### src/rtl/i2s_tx.sv
// I2S transmitter: one-entry stereo buffer with valid/ready intake,
// serialised as BCLK/LRCLK/SDATA with the one-bit I2S delay.
//
// Ports:
//   clk, reset_n        system clock, async active-low reset
//   enable              0 = synchronous return to reset state
//   sample_l, sample_r  signed PCM pair (passed bit-exact)
//   sample_valid        pair offered
//   sample_ready        buffer empty; pair taken this cycle if valid
//   bclk, lrclk, sdata  I2S pins (lrclk 0 = left, sdata MSB first)
//   underrun            one-clk pulse when a frame starts unfed
module i2s_tx #(
  parameter int SAMPLE_WIDTH = 16,
  parameter int SLOT_BITS    = 32,
  parameter int CLK_DIV      = 4
) (
  input  logic                    clk,
  input  logic                    reset_n,
  input  logic                    enable,
  input  logic [SAMPLE_WIDTH-1:0] sample_l,
  input  logic [SAMPLE_WIDTH-1:0] sample_r,
  input  logic                    sample_valid,
  output logic                    sample_ready,
  output logic                    bclk,
  output logic                    lrclk,
  output logic                    sdata,
  output logic                    underrun
);

  localparam int FB  = 2 * SLOT_BITS;
  localparam int BW  = $clog2(FB);
  localparam int DW  = (CLK_DIV > 1) ? $clog2(CLK_DIV) : 1;
  localparam int PAD = SLOT_BITS - SAMPLE_WIDTH;

  localparam logic [BW-1:0] LAST    = BW'(FB - 1);
  localparam logic [BW-1:0] HALF    = BW'(SLOT_BITS);
  localparam logic [DW-1:0] DIV_TOP = DW'(CLK_DIV - 1);

  logic [DW-1:0]           div_cnt;
  logic [BW-1:0]           bit_cnt;
  logic [BW-1:0]           bit_nxt;
  logic [BW-1:0]           bit_idx;
  logic                    buf_full;
  logic                    full_nxt;
  logic                    div_wrap;
  logic                    shift;
  logic                    frame_start;
  logic                    accept;
  logic [SAMPLE_WIDTH-1:0] buf_l;
  logic [SAMPLE_WIDTH-1:0] buf_r;
  logic [SAMPLE_WIDTH-1:0] frame_l;
  logic [SAMPLE_WIDTH-1:0] frame_r;
  logic [SLOT_BITS-1:0]    slot_l;
  logic [SLOT_BITS-1:0]    slot_r;
  logic [FB-1:0]           frame_bits;

  always_comb begin
    slot_l      = SLOT_BITS'(frame_l) << PAD;
    slot_r      = SLOT_BITS'(frame_r) << PAD;
    frame_bits  = {slot_l, slot_r};
    div_wrap    = (div_cnt == DIV_TOP);
    shift       = bclk && div_wrap;
    bit_nxt     = (bit_cnt == LAST) ? '0 : bit_cnt + BW'(1);
    // old bit_cnt is the frame position sdata carries next
    bit_idx     = LAST - bit_cnt;
    frame_start = shift && (bit_cnt == LAST);
    accept      = sample_valid && sample_ready;
    full_nxt    = buf_full;
    if (frame_start) full_nxt = 1'b0;
    if (accept)      full_nxt = 1'b1;
  end

  always_ff @(posedge clk or negedge reset_n) begin
    if (!reset_n) begin
      div_cnt      <= '0;
      bit_cnt      <= LAST;
      bclk         <= 1'b0;
      lrclk        <= 1'b1;
      sdata        <= 1'b0;
      sample_ready <= 1'b0;
      underrun     <= 1'b0;
      buf_full     <= 1'b0;
      buf_l        <= '0;
      buf_r        <= '0;
      frame_l      <= '0;
      frame_r      <= '0;
    end else if (!enable) begin
      div_cnt      <= '0;
      bit_cnt      <= LAST;
      bclk         <= 1'b0;
      lrclk        <= 1'b1;
      sdata        <= 1'b0;
      sample_ready <= 1'b0;
      underrun     <= 1'b0;
      buf_full     <= 1'b0;
      buf_l        <= '0;
      buf_r        <= '0;
      frame_l      <= '0;
      frame_r      <= '0;
    end else begin
      div_cnt <= div_wrap ? '0 : div_cnt + DW'(1);
      if (div_wrap) bclk <= !bclk;
      if (shift) begin
        bit_cnt <= bit_nxt;
        lrclk   <= (bit_nxt >= HALF);
        sdata   <= frame_bits[bit_idx];
      end
      if (frame_start) begin
        frame_l <= buf_full ? buf_l : '0;
        frame_r <= buf_full ? buf_r : '0;
      end
      if (accept) begin
        buf_l <= sample_l;
        buf_r <= sample_r;
      end
      buf_full     <= full_nxt;
      sample_ready <= !full_nxt;
      underrun     <= frame_start && !buf_full;
    end
  end

endmodule

### config.mk
export PLATFORM = sky130hd
export DESIGN_NAME = i2s_tx
export DESIGN_NICKNAME = d
export VERILOG_FILES = /design/src/rtl/i2s_tx.sv
export SDC_FILE = /design/constraint.sdc
export NUM_CORES = 1
export LEC_CHECK = 0
export ABC_AREA = 1
export CAP_MARGIN = 10
export CORE_MARGIN = 4
export CORE_UTILIZATION = 59
export DETAILED_ROUTE_END_ITERATION = 7
export HOLD_SLACK_MARGIN = 0.15
export PLACE_DENSITY = 0.92
export REMOVE_ABC_BUFFERS = 1
export SYNTH_ARGS = -nofsm -noshare
export SYNTH_HDL_FRONTEND = slang
export SYNTH_SLANG_ARGS = --single-unit
### constraint.sdc
create_clock -name clk -period 3.5 [get_ports clk]
set_input_delay 0.525 -clock clk [delete_from_list [all_inputs] [get_ports clk]]
set_output_delay 0.525 -clock clk [all_outputs]
set_load 0.02 [all_outputs]
==> summary.md, run 1 <==
The run finished with clean final reports. In this run the critical register-to-register path is captured at frame_r[8]$_DFFE_PN0P_. The logs give 4680 um for the total half-perimeter wirelength after legalization and detailed placement and 9 for the number of CTS-inserted buffers. For the number of routed nets with antenna violations, the log shows 0. The run gives 3430 sq um as the synthesized area. The run gives 0.571 as the register area share after synthesis. The growth of design area from synthesis to finish was 16.4%. The run gives 3 as the depth of the CTS H-tree.

The leakage power figure was 1.81 nW; the number of DRC violations after detailed routing was 0. STA puts the critical path data required time at 3.75 ns. The number of violations reported at the end of detailed-routing iteration 0 was 183; the starting utilization of the core area was 0.615. The via count of the first global-routing pass was 2592. The average via count per standard cell is 5.49. Post-route minimum period: 2.24 ns.

The total area inside the core boundary comes to 5570 sq um. The run gives 0 as the number of diodes. The later pin in the worst-skew pair is clocked with a latency of 0.35 ns. The area of the die is 7100 sq um. Registers take 1960 sq um. The number of ports placed on the die boundary was 41.

The layout has 429 filler cells. The run gives 0 as the final hold violation count. The startpoint identified for the worst register-to-register timing path is bit_cnt[0]$_DFFE_PN1P_. The multi-input gate area in the final layout is 1190 sq um, and the via total after detailed routing is 2744. The capturing element type of the critical path is a register.

The launch point of the critical path was bit_cnt[0]$_DFFE_PN1P_. The cell area after placement is 3810 sq um. The tools report the cell count after synthesis as 393. The area of all placed cells without fillers was 3990 sq um; the cell depth of the worst min-delay path was 1.

The number of buffers added on ports is 40. Setup repair after global routing left no endpoint under its margin. The cell at the root of the clock tree is sky130_fd_sc_hd__clkbuf_8. Initial antenna violation count: 0. The setup TNS after final layout came out at 0 ns.

TritonCTS built the clock tree. Setup violations remaining at the end of the flow were counted as 0. The run gives 0 as the remaining global-route overflow. After clock tree synthesis, the clock-pin slew on the worst setup and hold paths is 0.08 ns. Counting cells, the worst reg-to-reg path comes to 5. The logs give 0 for the yosys synthesis warning count and 0.00970 ns for the worst clock skew.

The minimum setup slack among reg-to-reg paths was 1.26 ns; the number of library cell types mapped by synthesis was 23. The number of detailed-routing iterations run before antenna repair was 4; the y dimension of the die was 84.3 um. The total number of placement rows was 27. The period utilization is 0.641.

The tightest min-delay check is of the register to register type. The flip-flop and latch count after synthesis is 78, and the die outline width is 84.3 um. The worst-case IR drop observed on VDD is 0.336 mV. Post-CTS repair timing setup buffer count: 0. Averaged over all synthesized cells, the footprint is 8.73 sq um.

The fraction of layout instances using a drive strength above 1 is 0.0771. In this run the deepest clock path goes through 2 buffers. The critical-path maximum fanout was 32. The element type at the critical path start is a register. Wire length of the first global-routing pass: 12200 um.

Total routing usage reported by global routing: 0.215. The final routed wire length divided by cell count is 14.2 um. The routed design has 7120 um of wire. The most critical setup path has its endpoint at frame_r[8]$_DFFE_PN0P_.

Entering global routing, the biggest net connects 66 pins. The max-slew violation count is 0. The clock net in this run drives a total of 78 sinks. The tool flagged a number of max-cap violations equal to 0.

Timing would allow up to 446 MHz. The type of the worst setup path was register to register. Routability-driven placement finished with a final weighted congestion of 0.853. The transition time of the tightest slew-check pin was 1.01 ns; the relative max-transition margin was 0.328. For this run, the post-layout net count is 461. The worst path arrival time came out at 2.49 ns. Dividing total power by cell area gives a power density of 416 nW/um^2.
-- routing by layer --
layer	vias to the layer above	share of wire	global-route usage
li1	1362	-	-
met1	1294	0.45	0.296
met2	74	0.48	0.330
met3	14	0.049	0.0412
met4	0	0.021	0.102
met5	-	0	0
-- how the worst min path moves through the flow --
stage	start	slack, ns	end
finish	div_cnt[0]$_DFF_PN0_	0.44	div_cnt[0]$_DFF_PN0_
global route	enable	0.47	div_cnt[1]$_DFF_PN0_
CTS	div_cnt[0]$_DFF_PN0_	0.44	div_cnt[0]$_DFF_PN0_
detailed placement	reset_n	0.42	buf_r[2]$_DFFE_PN0P_
global placement	reset_n	0.42	buf_r[2]$_DFFE_PN0P_
floorplan	reset_n	0.23	bclk$_DFFE_PN0P_
-- cells in the final DEF (no fill, tap or decap), types with 3 or more instances in the layout --
master,n
sky130_fd_sc_hd__clkinv_2,3
sky130_fd_sc_hd__a21oi_1,12
sky130_fd_sc_hd__nand2_1,61
sky130_fd_sc_hd__inv_1,44
sky130_fd_sc_hd__nand3_1,78
sky130_fd_sc_hd__clkdlybuf4s50_1,38
sky130_fd_sc_hd__dfrtp_1,71
sky130_fd_sc_hd__o21ai_1,29
sky130_fd_sc_hd__dfstp_2,7
sky130_fd_sc_hd__o21ai_0,39
sky130_fd_sc_hd__nor2_1,12
sky130_fd_sc_hd__clkbuf_8,10
-- synth_stat cells --
| master | n | area share |
|---|---|---|
| sky130_fd_sc_hd__nand3_1 | 78 | 0.11 |
| sky130_fd_sc_hd__dfrtp_1 | 71 | 0.52 |
| sky130_fd_sc_hd__nand2_1 | 61 | 0.067 |
| sky130_fd_sc_hd__inv_1 | 44 | 0.048 |
| sky130_fd_sc_hd__o21ai_0 | 39 | 0.057 |
| sky130_fd_sc_hd__o21ai_1 | 29 | 0.042 |
| sky130_fd_sc_hd__buf_2 | 14 | 0.020 |
| sky130_fd_sc_hd__a21oi_1 | 12 | 0.018 |
| sky130_fd_sc_hd__nor2_1 | 12 | 0.013 |
| sky130_fd_sc_hd__clkbuf_1 | 7 | 0.0077 |
| sky130_fd_sc_hd__dfstp_2 | 7 | 0.054 |
| sky130_fd_sc_hd__buf_1 | 2 | 0.0022 |
| sky130_fd_sc_hd__ha_1 | 2 | 0.0073 |
| sky130_fd_sc_hd__inv_2 | 2 | 0.0022 |
| sky130_fd_sc_hd__nand2_2 | 2 | 0.0036 |
| sky130_fd_sc_hd__nand3_2 | 2 | 0.0058 |
| sky130_fd_sc_hd__nor2_4 | 2 | 0.0066 |
| sky130_fd_sc_hd__o22ai_1 | 2 | 0.0036 |
| sky130_fd_sc_hd__buf_4 | 1 | 0.0022 |
| sky130_fd_sc_hd__nand4_1 | 1 | 0.0018 |
| sky130_fd_sc_hd__nor3_1 | 1 | 0.0015 |
| sky130_fd_sc_hd__o221ai_1 | 1 | 0.0026 |
| sky130_fd_sc_hd__xor2_1 | 1 | 0.0026 |
-- worst max-delay path, cell delays in order, from the launching register on --
cell	delay (ns)
sky130_fd_sc_hd__dfstp_2	0.77
sky130_fd_sc_hd__ha_1	0.29
sky130_fd_sc_hd__nand2_2	0.09
sky130_fd_sc_hd__nor2_4	0.13
sky130_fd_sc_hd__nand3_2	0.49
sky130_fd_sc_hd__o21ai_1	0.37
-- layout make-up --
type | instances | share of cell area
clock buffer | 12 | 0.0364
inverter | 46 | 0.0432
clock inverter | 4 | 0.00564
multi-input combinational | 245 | 0.297
timing repair buffer | 43 | 0.104
sequential | 78 | 0.491
tap | 72 | 0.0226
-- power by group --
group | leakage (nW) | switching [mW] | internal, mW
sequential | 1.05 | 0.0111 | 0.926
clock | 0.0861 | 0.310 | 0.274
combinational | 0.675 | 0.0833 | 0.0572
-- state kept, by name (all words and copies together) (netlist names) --
name / count
buf_l: 16
buf_r: 16
frame_l: 16
frame_r: 16
bit_cnt: 6
div_cnt: 2
bclk: 1
buf_full: 1
lrclk: 1
sample_ready: 1
sdata: 1
underrun: 1
-- metrics by stage --
stage / util / hold WS (ns) / power (mW) / std cells / setup WS (ns)
6_report: 0.716 / 0.440 / 1.66 / 500 / 1.26
5_1_grt: 0.716 / 0.468 / 1.72 / 500 / 1.03
4_1_cts: 0.716 / 0.441 / 1.66 / 500 / 1.24
3_5_place_dp: 0.684 / 0.419 / 1.09 / 483 / 1.25
3_3_place_gp: 0.684 / 0.416 / 1.09 / 483 / 1.37
2_1_floorplan: - / 0.229 / 1.00 / 369 / 1.64
-- what timing repair did --
item | in CTS | in global routing
hold buffers | 1 | 0
gates resized for setup | 0 | 0
hold endpoints to repair | 13 | 0
-- cell families (layout without fill, tap and decap cells) --
family                   Yosys count  count (layout)  synth area share
AO/OA/AOI/OAI                     83              83             0.123
XOR/XNOR                           1               1           0.00255
adder cells (fa/ha/maj)            2               2           0.00729
buffers and inverters             70             105            0.0828
flip-flops                        78              78             0.571
AND/OR/NAND/NOR                  159             159             0.213
Power figures use the tool's default switching activity.
==> run 2, diff against run 1 <==
- CORE_UTILIZATION: 59 -> 50
- PLACE_DENSITY: 0.92 -> 0.84
- clock period: 3.5 -> 1.9 ns (I/O delays scaled with it)
==> run 2 against run 1 <==
  * Global-route usage down 1.8 points
  * Routed wire length up 5.1%
  * Combinational power up 100%
  * Worst hold slack worse by 0.13 ns
  * Die area up 16%
  * Power up 83%
  * Setup slack worse by 1.1 ns
  * Cell area up 2.9%
  * Sequential power up 84%
  * Highest routed layer unchanged
==> summary.md, run 2 (synthesized netlist as in run 1, its figures left out) <==
The cell depth of the worst min-delay path is 3 (+2). The fraction of layout instances using a drive strength above 1 was 0.0913 (+0.0142); the post-route minimum period was 1.77 ns. The run gives 0.00976 ns (+0.0000635 ns) as the worst clock skew. The library cell contributing the largest single delay on the critical path was sky130_fd_sc_hd__clkdlybuf4s50_1.

The tools report the wire length of the first global-routing pass as 13100 um (+7.6%). The final hold violation count was 0 (unchanged). The number of detailed-routing iterations run before antenna repair was 4 (unchanged); the post-CTS repair timing setup buffer count was 0 (unchanged). Total number of placement rows: 29 (+7.4%). The logic depth of the worst register-to-register path was 6 (+1); the number of DRC violations after detailed routing was 0 (unchanged). Relative max-transition margin: 0.746 (+0.418). The flow ran to the end, and the final reports show no timing, DRC or antenna violations. The post-detailed-routing wire length came out at 7490 um (+5.1%).

The run gives 2792 (+1.7%) as the via total after detailed routing. The worst setup path is captured at an output port. Derived from the worst setup path, the maximum achievable clock frequency is 563 MHz.

The run gives 256 (+40%) as the number of violations reported at the end of detailed-routing iteration 0. The clock insertion delay at the later pin of the skew report was 0.35 ns (about the same). The detailed-routed wire length on met2 is 3690 um (+9.2%). The tools report the via count of the first global-routing pass as 2790 (+7.6%). Combinational fraction of design power: 0.093 (+0.008).

The critical path data required time came out at 1.62 ns (-2.13 ns). The tools report the total half-perimeter wirelength after legalization and detailed placement as 5130 um (+9.6%). The power per unit of standard cell area is 738 nW/um^2 (+77%), and the buffers plus inverters on the worst setup path is 1 (+1).

The tools report the depth of the CTS H-tree as 3 (unchanged). The number of ports placed on the die boundary is 41 (unchanged). The cell family contributing the most delay on the critical path is buffers and inverters.

The tools report the cell internal power dissipation as 2.30 mW (+83%). In this run the top signal layer used is met4. Walking the worst path, the cells encountered are clkdlybuf4s50_1. For the core outline area, the log shows 6490 sq um (+17%). The worst voltage drop across the vdd grid is 0.429 mV (+28%). Post-layout net count: 471 (+2.2%). The routed wire length on met3 was 386 um (+12%). The maximum cell stage delay along the critical path was 0.60 ns (-0.17 ns); the critical-path maximum fanout was 2 (-94%). The starting utilization of the core area was 0.528 (-0.0873). The buffer levels on the longest clock path was 2 (unchanged). The number of routed nets with antenna violations is 0 (unchanged). Compared with the post-synthesis result, the final layout area differs by 19.8%. The path class of the tightest hold or removal check is primary input to register. The transition time of the tightest slew-check pin is 0.381 ns (-0.626 ns). Leaving out fill and tap cells, the most frequent cell in the layout is sky130_fd_sc_hd__nand3_1. The placer's final routability congestion estimate came out at 0.905 (+6.0%).

The total routed wire length on the met1 layer came out at 3310 um (+2.1%). The largest net degree at the start of global routing was 47 (-29%); the worst slack on hold paths was 0.306 ns (-0.134 ns). The number of clock sinks seen by CTS is 78 (unchanged).

The run gives 3950 sq um (+3.4%) as the cell area after placement. The run gives 0.197 (-0.0184) as the total routing usage reported by global routing. Clock share of power: 0.338 (-0.013). Post-placement cell count: 498 (+3.1%). The tools report the startpoint of the worst hold path as enable. The minimum setup slack among reg-to-reg paths is 0.18 ns (-1.08 ns). The area of all placed cells without fillers was 4110 sq um (+2.9%). The worst path arrival time was 1.49 ns (-1.00 ns); the leakage power figure was 1.87 nW (+3.1%).

The number of non-filler instances in the completed layout is 515 (+3.0%). Number of buffers added on ports: 40 (unchanged). The die outline width came out at 90.8 um (+7.8%). Net switching power figure: 730 uW (+81%). The tree is rooted in a sky130_fd_sc_hd__clkbuf_8. The final routed wire length divided by cell count was 14.5 um (+2.1%).

Setup repair after global routing left no endpoint under its margin. Number of CTS-inserted buffers: 9 (unchanged). The worst setup path is launched from a register.

The library cells used most frequently in the layout, excluding fill and tap cells, are sky130_fd_sc_hd__nand3_1, sky130_fd_sc_hd__dfrtp_1, sky130_fd_sc_hd__nand2_1. The average via count per standard cell was 5.42 (-1.2%); the setup TNS after final layout was 0 ns (unchanged). TritonCTS built the clock tree.

The tools report the remaining global-route overflow as 0 (unchanged). Count of max-cap constraint violations: 0 (unchanged). The number of diodes came out at 0 (unchanged).

The worst register-to-register path ends at frame_r[0]$_DFFE_PN0P_. The number of setup violations in the final report was 0 (unchanged). In this run the critical register-to-register path is launched from bit_cnt[0]$_DFFE_PN1P_. The max-slew violation count was 0 (unchanged). The switching share of power works out to 0.241 (-0.00261). The critical path in this run is classified as register to output port. Sequential share of power: 0.568 (+0.004).

The y dimension of the die came out at 90.8 um (+7.8%). The initial antenna violation count was 0 (unchanged). The clock edge transition at the registers on the reported setup and hold paths is 0.08 ns (about the same), and the period utilization is 0.934. The area of the die was 8250 sq um (+16%). The path with the worst hold slack has its endpoint at div_cnt[0]$_DFF_PN0_.
==> run 2: area by class of cell <==
class,instances,area (sq um)
well taps,77,96.3
clock buffers,14,143
repair buffers,53,541
multi-input cells,245,1190
inverters,46,173
clock inverters,2,10.0
flip-flops and latches,78,1960
fillers,551,2390
==> run 2: power by group through the flow <==
stage          combinational, mW  clock, mW  sequential, mW
2_1_floorplan             0.0908          0            1.76
3_3_place_gp               0.274          0            1.75
3_5_place_dp               0.284          0            1.76
4_1_cts                    0.287       1.05            1.72
5_1_grt                    0.317       1.12            1.73
6_report                   0.283       1.03            1.72
==> run 2: what timing repair did <==
action                                 in CTS  in global routing
gates resized for setup                     0                  0
hold buffers                                1                  0
endpoints found under the hold margin      15                  0
==> run 2: through the flow <==
step	utilization	worst slack [ns]	power [mW]
2_1_floorplan	-	0.0417	1.85
3_3_place_gp	0.608	0.300	2.03
3_5_place_dp	0.608	0.206	2.04
4_1_cts	0.633	0.121	3.06
5_1_grt	0.633	0.0729	3.16
6_report	0.633	0.125	3.03
==> run 2: how the worst max path moves through the flow <==
stage | end | slack (ns) | depth (start not counted) | start
2_1_floorplan | frame_r[15]$_DFFE_PN0P_ | 0.04 | 5 | bit_cnt[0]$_DFFE_PN1P_
3_3_place_gp | frame_r[15]$_DFFE_PN0P_ | 0.30 | 6 | bit_cnt[0]$_DFFE_PN1P_
3_5_place_dp | frame_r[7]$_DFFE_PN0P_ | 0.21 | 6 | bit_cnt[0]$_DFFE_PN1P_
4_1_cts | lrclk | 0.12 | 1 | lrclk$_DFFE_PN1P_
5_1_grt | frame_r[0]$_DFFE_PN0P_ | 0.07 | 6 | bit_cnt[0]$_DFFE_PN1P_
6_report | lrclk | 0.13 | 1 | lrclk$_DFFE_PN1P_
==> run 2: per-layer routing <==
layer,track usage,up-vias
li1,-,1376
met3,0.0225,9
met1,0.266,1333
met5,0,-
met2,0.318,74
met4,0.0917,0
==> run 3, diff against run 2 <==
- TNS_END_PERCENT: unset -> 30
==> results of run 3 <==
Same layout as run 2: the final DEF is identical, and so are final timing and power.
